===== config.mk =====
export PLATFORM = sky130hd
export DESIGN_NAME = multi_alarm_ctrl_flat
export DESIGN_NICKNAME = d
export VERILOG_FILES = /design/src/rtl/alarm_pkg.sv /design/src/rtl/multi_alarm_ctrl_if.sv /design/src/rtl/alarm_channel.sv /design/src/rtl/multi_alarm_ctrl.sv /design/src/flat_wrapper.sv
export SDC_FILE = /design/constraint.sdc
export NUM_CORES = 1
export LEC_CHECK = 0
export ABC_AREA = 1
export BUFFER_PORTS_ARGS = -buffer_cell sky130_fd_sc_hd__buf_2
export CORE_MARGIN = 2
export CORE_UTILIZATION = 25
export CTS_BUF_LIST = sky130_fd_sc_hd__clkbuf_8
export CTS_CLUSTER_DIAMETER = 60
export DETAILED_ROUTE_END_ITERATION = 10
export GPL_TIMING_DRIVEN = 0
export MAX_ROUTING_LAYER = met4
export PLACE_DENSITY = 0.43
export SYNTH_ARGS = -nofsm -noshare
export SYNTH_HDL_FRONTEND = slang
export SYNTH_SLANG_ARGS = --single-unit

===== constraint.sdc =====
create_clock -name clk -period 3.07 [get_ports clk]
set_input_delay 0.614 -clock clk [delete_from_list [all_inputs] [get_ports clk]]
set_output_delay 0.614 -clock clk [all_outputs]
set_load 0.01 [all_outputs]

===== src/rtl/alarm_pkg.sv =====
// ----------------------------------------------------------------------------
// alarm_pkg
// Shared definitions for the multi-channel alarm controller:
//   - alarm_state_e : per-channel state encoding (2 bits)
//   - BTN_*         : bit positions of the buttons in the edge-detect vector
//   - bcd_min_inc   : BCD minute increment, 59 wraps to 00
//   - bcd_hour_inc  : BCD hour increment, 23 wraps to 00
//   - cnt_w         : bits needed to hold a counter value 0..max_val
// No ports (package).
// ----------------------------------------------------------------------------
package alarm_pkg;

   typedef enum logic [1:0] {
      IDLE    = 2'd0,
      RINGING = 2'd1,
      SNOOZED = 2'd2
   } alarm_state_e;

   localparam int BTN_MIN    = 0;
   localparam int BTN_HOUR   = 1;
   localparam int BTN_TOGGLE = 2;
   localparam int BTN_CLEAR  = 3;
   localparam int BTN_STOP   = 4;
   localparam int BTN_SNOOZE = 5;
   localparam int BTN_N      = 6;

   // v is {ten, one}; no carry into the hour.
   function automatic logic [7:0] bcd_min_inc(input logic [7:0] v);
      logic [7:0] r;
      if (v == 8'h59)
         r = 8'h00;
      else if (v[3:0] == 4'd9)
         r = {v[7:4] + 4'd1, 4'd0};
      else
         r = {v[7:4], v[3:0] + 4'd1};
      return r;
   endfunction

   // v is {ten, one}, 24 h format.
   function automatic logic [7:0] bcd_hour_inc(input logic [7:0] v);
      logic [7:0] r;
      if (v == 8'h23)
         r = 8'h00;
      else if (v[3:0] == 4'd9)
         r = {v[7:4] + 4'd1, 4'd0};
      else
         r = {v[7:4], v[3:0] + 4'd1};
      return r;
   endfunction

   function automatic int cnt_w(input int max_val);
      int w;
      w = 1;
      while ((1 << w) <= max_val)
         w++;
      return w;
   endfunction

endpackage


===== src/rtl/multi_alarm_ctrl_if.sv =====
// ----------------------------------------------------------------------------
// multi_alarm_ctrl_if
// Bundles everything the alarm controller exchanges with the clock top level
// apart from clk/rst.
//   Inputs to the controller : tick_1hz, cur_* (BCD time), enable_set, sel,
//                              btn_min/hour/toggle/clear/stop/snooze
//   Outputs of the controller: al_* (selected channel time), sel_enabled,
//                              enabled_mask, ringing_mask, alarm_trigger,
//                              active_idx, piezo_out, blink
// Modports: master drives the inputs, slave is the controller.
// ----------------------------------------------------------------------------
interface multi_alarm_ctrl_if #(
   parameter int NUM_ALARMS = 4,
   parameter int SEL_W      = 3
);
   logic                  tick_1hz;
   logic [3:0]            cur_h_ten, cur_h_one;
   logic [3:0]            cur_m_ten, cur_m_one;
   logic [3:0]            cur_s_ten, cur_s_one;
   logic                  enable_set;
   logic [SEL_W-1:0]      sel;
   logic                  btn_min, btn_hour, btn_toggle, btn_clear;
   logic                  btn_stop, btn_snooze;

   logic [3:0]            al_h_ten, al_h_one, al_m_ten, al_m_one;
   logic                  sel_enabled;
   logic [NUM_ALARMS-1:0] enabled_mask;
   logic [NUM_ALARMS-1:0] ringing_mask;
   logic                  alarm_trigger;
   logic [SEL_W-1:0]      active_idx;
   logic                  piezo_out;
   logic                  blink;

   modport master (
      output tick_1hz, cur_h_ten, cur_h_one, cur_m_ten, cur_m_one,
             cur_s_ten, cur_s_one, enable_set, sel,
             btn_min, btn_hour, btn_toggle, btn_clear, btn_stop, btn_snooze,
      input  al_h_ten, al_h_one, al_m_ten, al_m_one, sel_enabled,
             enabled_mask, ringing_mask, alarm_trigger, active_idx,
             piezo_out, blink
   );

   modport slave (
      input  tick_1hz, cur_h_ten, cur_h_one, cur_m_ten, cur_m_one,
             cur_s_ten, cur_s_one, enable_set, sel,
             btn_min, btn_hour, btn_toggle, btn_clear, btn_stop, btn_snooze,
      output al_h_ten, al_h_one, al_m_ten, al_m_one, sel_enabled,
             enabled_mask, ringing_mask, alarm_trigger, active_idx,
             piezo_out, blink
   );
endinterface


===== src/rtl/alarm_channel.sv =====
// ----------------------------------------------------------------------------
// alarm_channel
// One alarm channel: stored BCD alarm time and enable bit, match edge
// detection against the current time, and the IDLE/RINGING/SNOOZED state
// machine with its seconds and snooze counters.
// Ports:
//   clk, rst                 clock, synchronous active-high reset
//   tick_1hz                 one-cycle 1 Hz pulse
//   enable_set               set mode active (suppresses new triggers)
//   cur_h, cur_m, cur_s      current time, BCD {ten,one}
//   ed_min/hour/toggle/clear edit strobes, already qualified for this channel
//   stop_req, snooze_req     broadcast stop/snooze strobes
//   al_h, al_m               stored alarm time, BCD {ten,one}
//   enabled, ringing         enable bit, RINGING flag
// ----------------------------------------------------------------------------
module alarm_channel
   import alarm_pkg::*;
#(
   parameter int RING_SEC   = 60,
   parameter int SNOOZE_SEC = 300,
   parameter int MAX_SNOOZE = 3
) (
   input  logic       clk,
   input  logic       rst,
   input  logic       tick_1hz,
   input  logic       enable_set,
   input  logic [7:0] cur_h,
   input  logic [7:0] cur_m,
   input  logic [7:0] cur_s,
   input  logic       ed_min,
   input  logic       ed_hour,
   input  logic       ed_toggle,
   input  logic       ed_clear,
   input  logic       stop_req,
   input  logic       snooze_req,
   output logic [7:0] al_h,
   output logic [7:0] al_m,
   output logic       enabled,
   output logic       ringing
);

   localparam int SEC_MAX = (RING_SEC > SNOOZE_SEC) ? RING_SEC : SNOOZE_SEC;
   localparam int SEC_W   = cnt_w(SEC_MAX);
   localparam int SNZ_W   = cnt_w(MAX_SNOOZE);

   alarm_state_e     state_p0, state_nxt;
   logic [SEC_W-1:0] sec_p0,   sec_nxt;
   logic [SNZ_W-1:0] snz_p0,   snz_nxt;
   logic [7:0]       h_p0,     h_nxt;
   logic [7:0]       m_p0,     m_nxt;
   logic             en_p0,    en_nxt;
   logic             match_p0;
   logic             match;
   logic             trig;

   // Register stage: all channel state.
   always_ff @(posedge clk) begin
      if (rst) begin
         state_p0 <= IDLE;
         sec_p0   <= '0;
         snz_p0   <= '0;
         h_p0     <= 8'h00;
         m_p0     <= 8'h00;
         en_p0    <= 1'b0;
         match_p0 <= 1'b0;
      end else begin
         state_p0 <= state_nxt;
         sec_p0   <= sec_nxt;
         snz_p0   <= snz_nxt;
         h_p0     <= h_nxt;
         m_p0     <= m_nxt;
         en_p0    <= en_nxt;
         match_p0 <= match;
      end
   end

   always_comb begin
      match     = en_p0 && (cur_h == h_p0) && (cur_m == m_p0) && (cur_s == 8'h00);
      // Rising edge of match so a held minute fires only once.
      trig      = match && !match_p0 && !enable_set;

      state_nxt = state_p0;
      sec_nxt   = sec_p0;
      snz_nxt   = snz_p0;
      h_nxt     = h_p0;
      m_nxt     = m_p0;
      en_nxt    = en_p0;

      if (ed_min)
         m_nxt = bcd_min_inc(m_p0);
      if (ed_hour)
         h_nxt = bcd_hour_inc(h_p0);

      // Edits on this channel take precedence over any FSM event.
      if (ed_clear) begin
         h_nxt     = 8'h00;
         m_nxt     = 8'h00;
         en_nxt    = 1'b0;
         state_nxt = IDLE;
         sec_nxt   = '0;
         snz_nxt   = '0;
      end else if (ed_toggle) begin
         en_nxt = !en_p0;
         if (en_p0)
            state_nxt = IDLE;
      end else begin
         case (state_p0)
            IDLE: begin
               if (trig) begin
                  state_nxt = RINGING;
                  sec_nxt   = '0;
                  snz_nxt   = '0;
               end
            end
            RINGING: begin
               if (stop_req) begin
                  state_nxt = IDLE;
               end else if (snooze_req) begin
                  if (snz_p0 < SNZ_W'(MAX_SNOOZE)) begin
                     state_nxt = SNOOZED;
                     snz_nxt   = snz_p0 + 1'b1;
                     sec_nxt   = '0;
                  end else begin
                     // Snooze budget used up: this press acts as stop.
                     state_nxt = IDLE;
                  end
               end else if (tick_1hz) begin
                  if (sec_p0 == SEC_W'(RING_SEC - 1)) begin
                     state_nxt = IDLE;
                     sec_nxt   = '0;
                  end else begin
                     sec_nxt = sec_p0 + 1'b1;
                  end
               end
            end
            SNOOZED: begin
               if (stop_req) begin
                  state_nxt = IDLE;
               end else if (trig) begin
                  state_nxt = RINGING;
                  sec_nxt   = '0;
                  snz_nxt   = '0;
               end else if (tick_1hz) begin
                  if (sec_p0 == SEC_W'(SNOOZE_SEC - 1)) begin
                     state_nxt = RINGING;
                     sec_nxt   = '0;
                  end else begin
                     sec_nxt = sec_p0 + 1'b1;
                  end
               end
            end
            default: state_nxt = IDLE;
         endcase
      end
   end

   assign al_h    = h_p0;
   assign al_m    = m_p0;
   assign enabled = en_p0;
   assign ringing = (state_p0 == RINGING);

endmodule


===== src/rtl/multi_alarm_ctrl.sv =====
// ----------------------------------------------------------------------------
// multi_alarm_ctrl
// NUM_ALARMS independent hour:minute alarms beside time_counter. Performs
// button edge detection, selects the channel being edited/displayed, and
// produces the combined ringing status, piezo tone and blink.
// Ports:
//   clk, rst  clock, synchronous active-high reset
//   bus       multi_alarm_ctrl_if.slave: tick_1hz, BCD current time,
//             enable_set, sel, buttons in; al_*, sel_enabled, enabled_mask,
//             ringing_mask, alarm_trigger, active_idx, piezo_out, blink out
// ----------------------------------------------------------------------------
module multi_alarm_ctrl
   import alarm_pkg::*;
#(
   parameter int NUM_ALARMS = 4,
   parameter int RING_SEC   = 60,
   parameter int SNOOZE_SEC = 300,
   parameter int MAX_SNOOZE = 3,
   parameter int TONE_DIV   = 1,
   parameter int SEL_W      = 3
) (
   input  logic             clk,
   input  logic             rst,
   multi_alarm_ctrl_if.slave bus
);

   localparam int TDIV_W = cnt_w(TONE_DIV);

   logic [BTN_N-1:0]      btn_now, btn_lvl_p0, btn_edge_p1;
   logic                  sel_valid, set_ok;
   logic [7:0]            cur_h, cur_m, cur_s;
   logic [7:0]            ch_al_h [NUM_ALARMS];
   logic [7:0]            ch_al_m [NUM_ALARMS];
   logic [NUM_ALARMS-1:0] en_mask, ring_mask;
   logic                  any_ring;
   logic [SEL_W-1:0]      idx;
   logic [7:0]            disp_h, disp_m;
   logic                  disp_en;
   logic [TDIV_W-1:0]     tone_div_p0;
   logic                  tone_p0, blink_p0;

   assign btn_now = {bus.btn_snooze, bus.btn_stop, bus.btn_clear,
                     bus.btn_toggle, bus.btn_hour, bus.btn_min};

   // Stage p0: previous button levels; stage p1: registered rising edges.
   always_ff @(posedge clk) begin
      if (rst) begin
         btn_lvl_p0  <= '0;
         btn_edge_p1 <= '0;
      end else begin
         btn_lvl_p0  <= btn_now;
         btn_edge_p1 <= btn_now & ~btn_lvl_p0;
      end
   end

   assign cur_h     = {bus.cur_h_ten, bus.cur_h_one};
   assign cur_m     = {bus.cur_m_ten, bus.cur_m_one};
   assign cur_s     = {bus.cur_s_ten, bus.cur_s_one};
   assign sel_valid = int'(bus.sel) < NUM_ALARMS;
   assign set_ok    = bus.enable_set && sel_valid;

   for (genvar i = 0; i < NUM_ALARMS; i++) begin : g_ch
      logic hit;
      assign hit = set_ok && (bus.sel == SEL_W'(i));

      alarm_channel #(
         .RING_SEC  (RING_SEC),
         .SNOOZE_SEC(SNOOZE_SEC),
         .MAX_SNOOZE(MAX_SNOOZE)
      ) u_ch (
         .clk       (clk),
         .rst       (rst),
         .tick_1hz  (bus.tick_1hz),
         .enable_set(bus.enable_set),
         .cur_h     (cur_h),
         .cur_m     (cur_m),
         .cur_s     (cur_s),
         .ed_min    (hit && btn_edge_p1[BTN_MIN]),
         .ed_hour   (hit && btn_edge_p1[BTN_HOUR]),
         .ed_toggle (hit && btn_edge_p1[BTN_TOGGLE]),
         .ed_clear  (hit && btn_edge_p1[BTN_CLEAR]),
         .stop_req  (btn_edge_p1[BTN_STOP]),
         .snooze_req(btn_edge_p1[BTN_SNOOZE]),
         .al_h      (ch_al_h[i]),
         .al_m      (ch_al_m[i]),
         .enabled   (en_mask[i]),
         .ringing   (ring_mask[i])
      );
   end

   // Display mux for the selected channel; out-of-range sel reads zero.
   always_comb begin
      disp_h  = 8'h00;
      disp_m  = 8'h00;
      disp_en = 1'b0;
      for (int i = 0; i < NUM_ALARMS; i++) begin
         if (sel_valid && (bus.sel == SEL_W'(i))) begin
            disp_h  = ch_al_h[i];
            disp_m  = ch_al_m[i];
            disp_en = en_mask[i];
         end
      end
   end

   // Lowest-index ringing channel wins; scan downwards so it is written last.
   always_comb begin
      idx = '0;
      for (int i = NUM_ALARMS - 1; i >= 0; i--) begin
         if (ring_mask[i])
            idx = SEL_W'(i);
      end
   end

   assign any_ring = |ring_mask;

   // Tone and blink registers, held at zero whenever nothing rings.
   always_ff @(posedge clk) begin
      if (rst || !any_ring) begin
         tone_div_p0 <= '0;
         tone_p0     <= 1'b0;
         blink_p0    <= 1'b0;
      end else begin
         if (tone_div_p0 == TDIV_W'(TONE_DIV - 1)) begin
            tone_div_p0 <= '0;
            tone_p0     <= ~tone_p0;
         end else begin
            tone_div_p0 <= tone_div_p0 + 1'b1;
         end
         if (bus.tick_1hz)
            blink_p0 <= ~blink_p0;
      end
   end

   assign bus.al_h_ten      = disp_h[7:4];
   assign bus.al_h_one      = disp_h[3:0];
   assign bus.al_m_ten      = disp_m[7:4];
   assign bus.al_m_one      = disp_m[3:0];
   assign bus.sel_enabled   = disp_en;
   assign bus.enabled_mask  = en_mask;
   assign bus.ringing_mask  = ring_mask;
   assign bus.alarm_trigger = any_ring;
   assign bus.active_idx    = idx;
   assign bus.piezo_out     = tone_p0 && any_ring;
   assign bus.blink         = blink_p0 && any_ring;

endmodule

===== src/flat_wrapper.sv =====
// flat-port wrapper written by rule: the top's interface ports become plain ports
module multi_alarm_ctrl_flat import alarm_pkg::*;
#(
   parameter int NUM_ALARMS = 4,
   parameter int RING_SEC   = 60,
   parameter int SNOOZE_SEC = 300,
   parameter int MAX_SNOOZE = 3,
   parameter int TONE_DIV   = 1,
   parameter int SEL_W      = 3
)
  (clk, rst, bus_tick_1hz, bus_cur_h_ten, bus_cur_h_one, bus_cur_m_ten, bus_cur_m_one, bus_cur_s_ten, bus_cur_s_one, bus_enable_set, bus_sel, bus_btn_min, bus_btn_hour, bus_btn_toggle, bus_btn_clear, bus_btn_stop, bus_btn_snooze, bus_al_h_ten, bus_al_h_one, bus_al_m_ten, bus_al_m_one, bus_sel_enabled, bus_enabled_mask, bus_ringing_mask, bus_alarm_trigger, bus_active_idx, bus_piezo_out, bus_blink);
  multi_alarm_ctrl_if #(.NUM_ALARMS(NUM_ALARMS), .SEL_W(SEL_W)) bus_i ();
  input  logic clk;
  input  logic rst;
  input wire logic [$bits(bus_i.tick_1hz)-1:0] bus_tick_1hz;
  input wire logic [$bits(bus_i.cur_h_ten)-1:0] bus_cur_h_ten;
  input wire logic [$bits(bus_i.cur_h_one)-1:0] bus_cur_h_one;
  input wire logic [$bits(bus_i.cur_m_ten)-1:0] bus_cur_m_ten;
  input wire logic [$bits(bus_i.cur_m_one)-1:0] bus_cur_m_one;
  input wire logic [$bits(bus_i.cur_s_ten)-1:0] bus_cur_s_ten;
  input wire logic [$bits(bus_i.cur_s_one)-1:0] bus_cur_s_one;
  input wire logic [$bits(bus_i.enable_set)-1:0] bus_enable_set;
  input wire logic [$bits(bus_i.sel)-1:0] bus_sel;
  input wire logic [$bits(bus_i.btn_min)-1:0] bus_btn_min;
  input wire logic [$bits(bus_i.btn_hour)-1:0] bus_btn_hour;
  input wire logic [$bits(bus_i.btn_toggle)-1:0] bus_btn_toggle;
  input wire logic [$bits(bus_i.btn_clear)-1:0] bus_btn_clear;
  input wire logic [$bits(bus_i.btn_stop)-1:0] bus_btn_stop;
  input wire logic [$bits(bus_i.btn_snooze)-1:0] bus_btn_snooze;
  output wire logic [$bits(bus_i.al_h_ten)-1:0] bus_al_h_ten;
  output wire logic [$bits(bus_i.al_h_one)-1:0] bus_al_h_one;
  output wire logic [$bits(bus_i.al_m_ten)-1:0] bus_al_m_ten;
  output wire logic [$bits(bus_i.al_m_one)-1:0] bus_al_m_one;
  output wire logic [$bits(bus_i.sel_enabled)-1:0] bus_sel_enabled;
  output wire logic [$bits(bus_i.enabled_mask)-1:0] bus_enabled_mask;
  output wire logic [$bits(bus_i.ringing_mask)-1:0] bus_ringing_mask;
  output wire logic [$bits(bus_i.alarm_trigger)-1:0] bus_alarm_trigger;
  output wire logic [$bits(bus_i.active_idx)-1:0] bus_active_idx;
  output wire logic [$bits(bus_i.piezo_out)-1:0] bus_piezo_out;
  output wire logic [$bits(bus_i.blink)-1:0] bus_blink;
  assign bus_i.tick_1hz = bus_tick_1hz;
  assign bus_i.cur_h_ten = bus_cur_h_ten;
  assign bus_i.cur_h_one = bus_cur_h_one;
  assign bus_i.cur_m_ten = bus_cur_m_ten;
  assign bus_i.cur_m_one = bus_cur_m_one;
  assign bus_i.cur_s_ten = bus_cur_s_ten;
  assign bus_i.cur_s_one = bus_cur_s_one;
  assign bus_i.enable_set = bus_enable_set;
  assign bus_i.sel = bus_sel;
  assign bus_i.btn_min = bus_btn_min;
  assign bus_i.btn_hour = bus_btn_hour;
  assign bus_i.btn_toggle = bus_btn_toggle;
  assign bus_i.btn_clear = bus_btn_clear;
  assign bus_i.btn_stop = bus_btn_stop;
  assign bus_i.btn_snooze = bus_btn_snooze;
  assign bus_al_h_ten = bus_i.al_h_ten;
  assign bus_al_h_one = bus_i.al_h_one;
  assign bus_al_m_ten = bus_i.al_m_ten;
  assign bus_al_m_one = bus_i.al_m_one;
  assign bus_sel_enabled = bus_i.sel_enabled;
  assign bus_enabled_mask = bus_i.enabled_mask;
  assign bus_ringing_mask = bus_i.ringing_mask;
  assign bus_alarm_trigger = bus_i.alarm_trigger;
  assign bus_active_idx = bus_i.active_idx;
  assign bus_piezo_out = bus_i.piezo_out;
  assign bus_blink = bus_i.blink;
  multi_alarm_ctrl #(.NUM_ALARMS(NUM_ALARMS), .RING_SEC(RING_SEC), .SNOOZE_SEC(SNOOZE_SEC), .MAX_SNOOZE(MAX_SNOOZE), .TONE_DIV(TONE_DIV), .SEL_W(SEL_W)) u_core (.clk(clk), .rst(rst), .bus(bus_i));
endmodule

==> reports/metrics.cfg <==
[final_layout]
area_growth_pct = 14.4
antennaDiodeCount = 0
final_util_pct = 29.1
drive_gt1_share_pct = 11.5
final_cell_mix = 381 x nand2_1, 202 x nor2_1, 195 x inv_1
final_cell_count_no_fill = 2109
layout_commonest_cell = nand2_1
num-fill-cells = 4260
nets = 1678

[power]
p_leak_nw = 4.62
irDropWorstVdd_v = 0.000227
p_per_area_nw_per_um2 = 513

[synth]
seq_area_frac_synth_pct = 29.0
synth.largest_area_cell = dfxtp_1
yosysUniqueCellTypes = 52
netlist_area_sq_um = 9590
yosys-top-cells-area = dfxtp_1 29%, nand2_1 15%, nor2_1 7.9%, inv_1 7.6%, ha_1 7.3%
yosys.area.top_type_share_pct = 29.0
ys_warn_count = 0
syn_inst = 1503
synth_seq_cells = 139
avgSynthCellArea_sq_um = 6.38

[sta]
tns_ns = 0
drv_slew = 0
hold_viol_final = 0
min_period_ns = 2.90
setup_viol = 0
rsz0062_at_grt = false
timing.hold.ws_ns = 0.355
finalWorstSetupSlack_ns = 0.175
fin_skew_ns = 0.0223
max-slew-margin-rel_pct = 47.5
worst_slew_pin_slew_ns = 0.787
min_period_over_period_pct = 94.3
fmax_mhz = 345

[floorplan]
coreArea_sq_um = 37800
die_w_um = 200
fp.dieH_um = 200
initial_core_util_pct = 25.4
ios = 68
fp-row-count = 71
die_area_sq_um = 39900

[setup_path]
worstReg2RegStart = u_core.g_ch[2].u_ch.al_h[6]
worstPathCellList = buf_2 -> nor2_1 -> nand2_2 -> clkbuf_1 -> o22ai_1 -> a21oi_1 -> o21ai_0 -> buf_2
worstSetupEndpoint = bus_al_m_ten[0]
crit_type = input port to output port
rr_worst_depth = 14
start_kind = input port
cp.required_ns = 2.46
crit_fanout = 10
endpoint_kind = output port
slowest_stage = clkbuf_1
path_common_cell = buf_2
r2r_slack_ns = 0.78
r2r_end = u_core.g_ch[2].u_ch.sec_p0[4]
critPathLaunch = bus_sel[2]
worstPathArrival_ns = 2.28
slowest_delay_ns = 0.31

[cts]
hold_buffers = 0
ctsResizeCount = 0
cts_tree = done
numCtsBuffers = 17
htreeDepth = 4
cts_setup_buffers = 0
clock_sinks = 139
clock_tree.buffer_depth = 2
clk_pin_slew_worst_paths_ns = 0.10
clock_latency_ns = 0.47
root_buffer = clkbuf_8

[global_route]
gr-usage-all-layers_pct = 16.9
grt_pass1_wl_mm = 50.3
grt-ovfl-total = 0
antenna_found_initial = 0
grt_max_degree = 17
grt_pass1_vias = 9116

[hold_path]
min_path_type = input port to flip-flop

[place]
dp_worst_setup_slack_ns = 0.187
post-dp-hpwl_mm = 25.4
routabilityCongestion = 0.900
dp_cells = 2077
portBuffers = 62

[detailed_routing]
vias = 9598
wl_per_cell_um = 15.1
drt-total-wl_mm = 31.8
vias_per_cell = 4.55
drt_first_pass_iters = 5
drc = 0
drtIter0Drc = 493
final_antenna_net_count = 0

[run_status]
outcome = finished, final reports clean

[run]
cap_violations = 0

[routing by layer]
layer	GRT usage, %	part of all wire, %
met2	27.3	46
met3	2.23	3.3
met5	-	0
met1	22.2	49
met4	4.50	1.6
[registers in the layout (all words and copies together) (netlist names)]
signal / count
u_core.btn_edge_p1: 6
u_core.g_ch.u_ch.match_p0: 4
u_core.blink_p0: 1
u_core.g_ch.u_ch.snz_p0: 8
u_core.g_ch.u_ch.enabled: 4
u_core.tone_div_p0: 1
u_core.g_ch.u_ch.al_h: 32
u_core.g_ch.u_ch.al_m: 32
u_core.g_ch.u_ch.state_p0: 8
u_core.btn_lvl_p0: 6
u_core.tone_p0: 1
u_core.g_ch.u_ch.sec_p0: 36
[per-stage QoR]
step                      power [mW]  area, sq um
after floorplan                 3.46         9590
after global placement          3.99        10500
after detailed placement        4.00        10500
after CTS                       5.74        11000
after global routing            6.09        11000
final                           5.63        11000
[logic make-up after synthesis]
| logic type | count (synthesis) | synth area share, % |
|---|---|---|
| AND/OR/NAND/NOR | 804 | 37.3 |
| buffers and inverters | 250 | 10.5 |
| AO/OA/AOI/OAI | 219 | 12.8 |
| flip-flops | 139 | 29.0 |
| adder cells (fa/ha/maj) | 56 | 7.31 |
| XOR/XNOR | 34 | 3.11 |
| other | 1 | 0.0391 |
[worst min-delay path by stage]
stage	cells after the start	slack, ns	to	start
floorplan	1	0.37	u_core.btn_edge_p1[5]	u_core.btn_lvl_p0[5]
global placement	1	0.38	u_core.btn_edge_p1[5]	u_core.btn_lvl_p0[5]
detailed placement	1	0.38	u_core.btn_edge_p1[1]	u_core.btn_lvl_p0[1]
CTS	3	0.32	u_core.btn_lvl_p0[5]	bus_btn_snooze
global route	3	0.34	u_core.btn_lvl_p0[3]	bus_btn_clear
finish	3	0.36	u_core.btn_lvl_p0[5]	bus_btn_snooze
[worst max-delay path, delay by kind of cell]
family          cells  cell delay, ns
compound gates      3            0.51
buf+inv             3            0.63
simple gates        2            0.51
[cells in the mapped netlist (all sizes together)]
master / n
o22ai: 16
o21bai: 1
nand3: 95
buf: 17
nor3b: 5
nor2: 222
o2111ai: 3
a21o: 2
a221oi: 2
nand2: 389
o211ai: 4
xor2: 27
a31oi: 1
dfxtp: 139
conb: 1
ha: 56
a211oi: 3
xnor2: 7
or2: 1
o32ai: 1
clkbuf: 11
nor3: 40
inv: 219
nand3b: 3
o21ai: 82
o31ai: 2
nor4: 5
nand4: 43
and2: 1
o21a: 2
clkinv: 3
o41ai: 1
a21oi: 99
[cell type report]
type | instances | area (sq um) | area share (%)
sequential | 139 | 2780 | 25.4
timing repair buffer | 62 | 310 | 2.83
clock buffer | 18 | 248 | 2.26
tap | 511 | 639 | 5.83
multi-input combinational | 1115 | 5800 | 52.9
buffer | 28 | 170 | 1.55
clock inverter | 14 | 183 | 1.67
inverter | 222 | 836 | 7.62
[report_power, final]
group | internal (mW) | switching, mW | total (mW) | leakage, nW
sequential | 1.94 | 0.122 | 2.06 | 1.13
clock | 0.845 | 0.854 | 1.70 | 0.213
combinational | 0.617 | 1.25 | 1.87 | 3.28
Power figures use the tool's default switching activity.
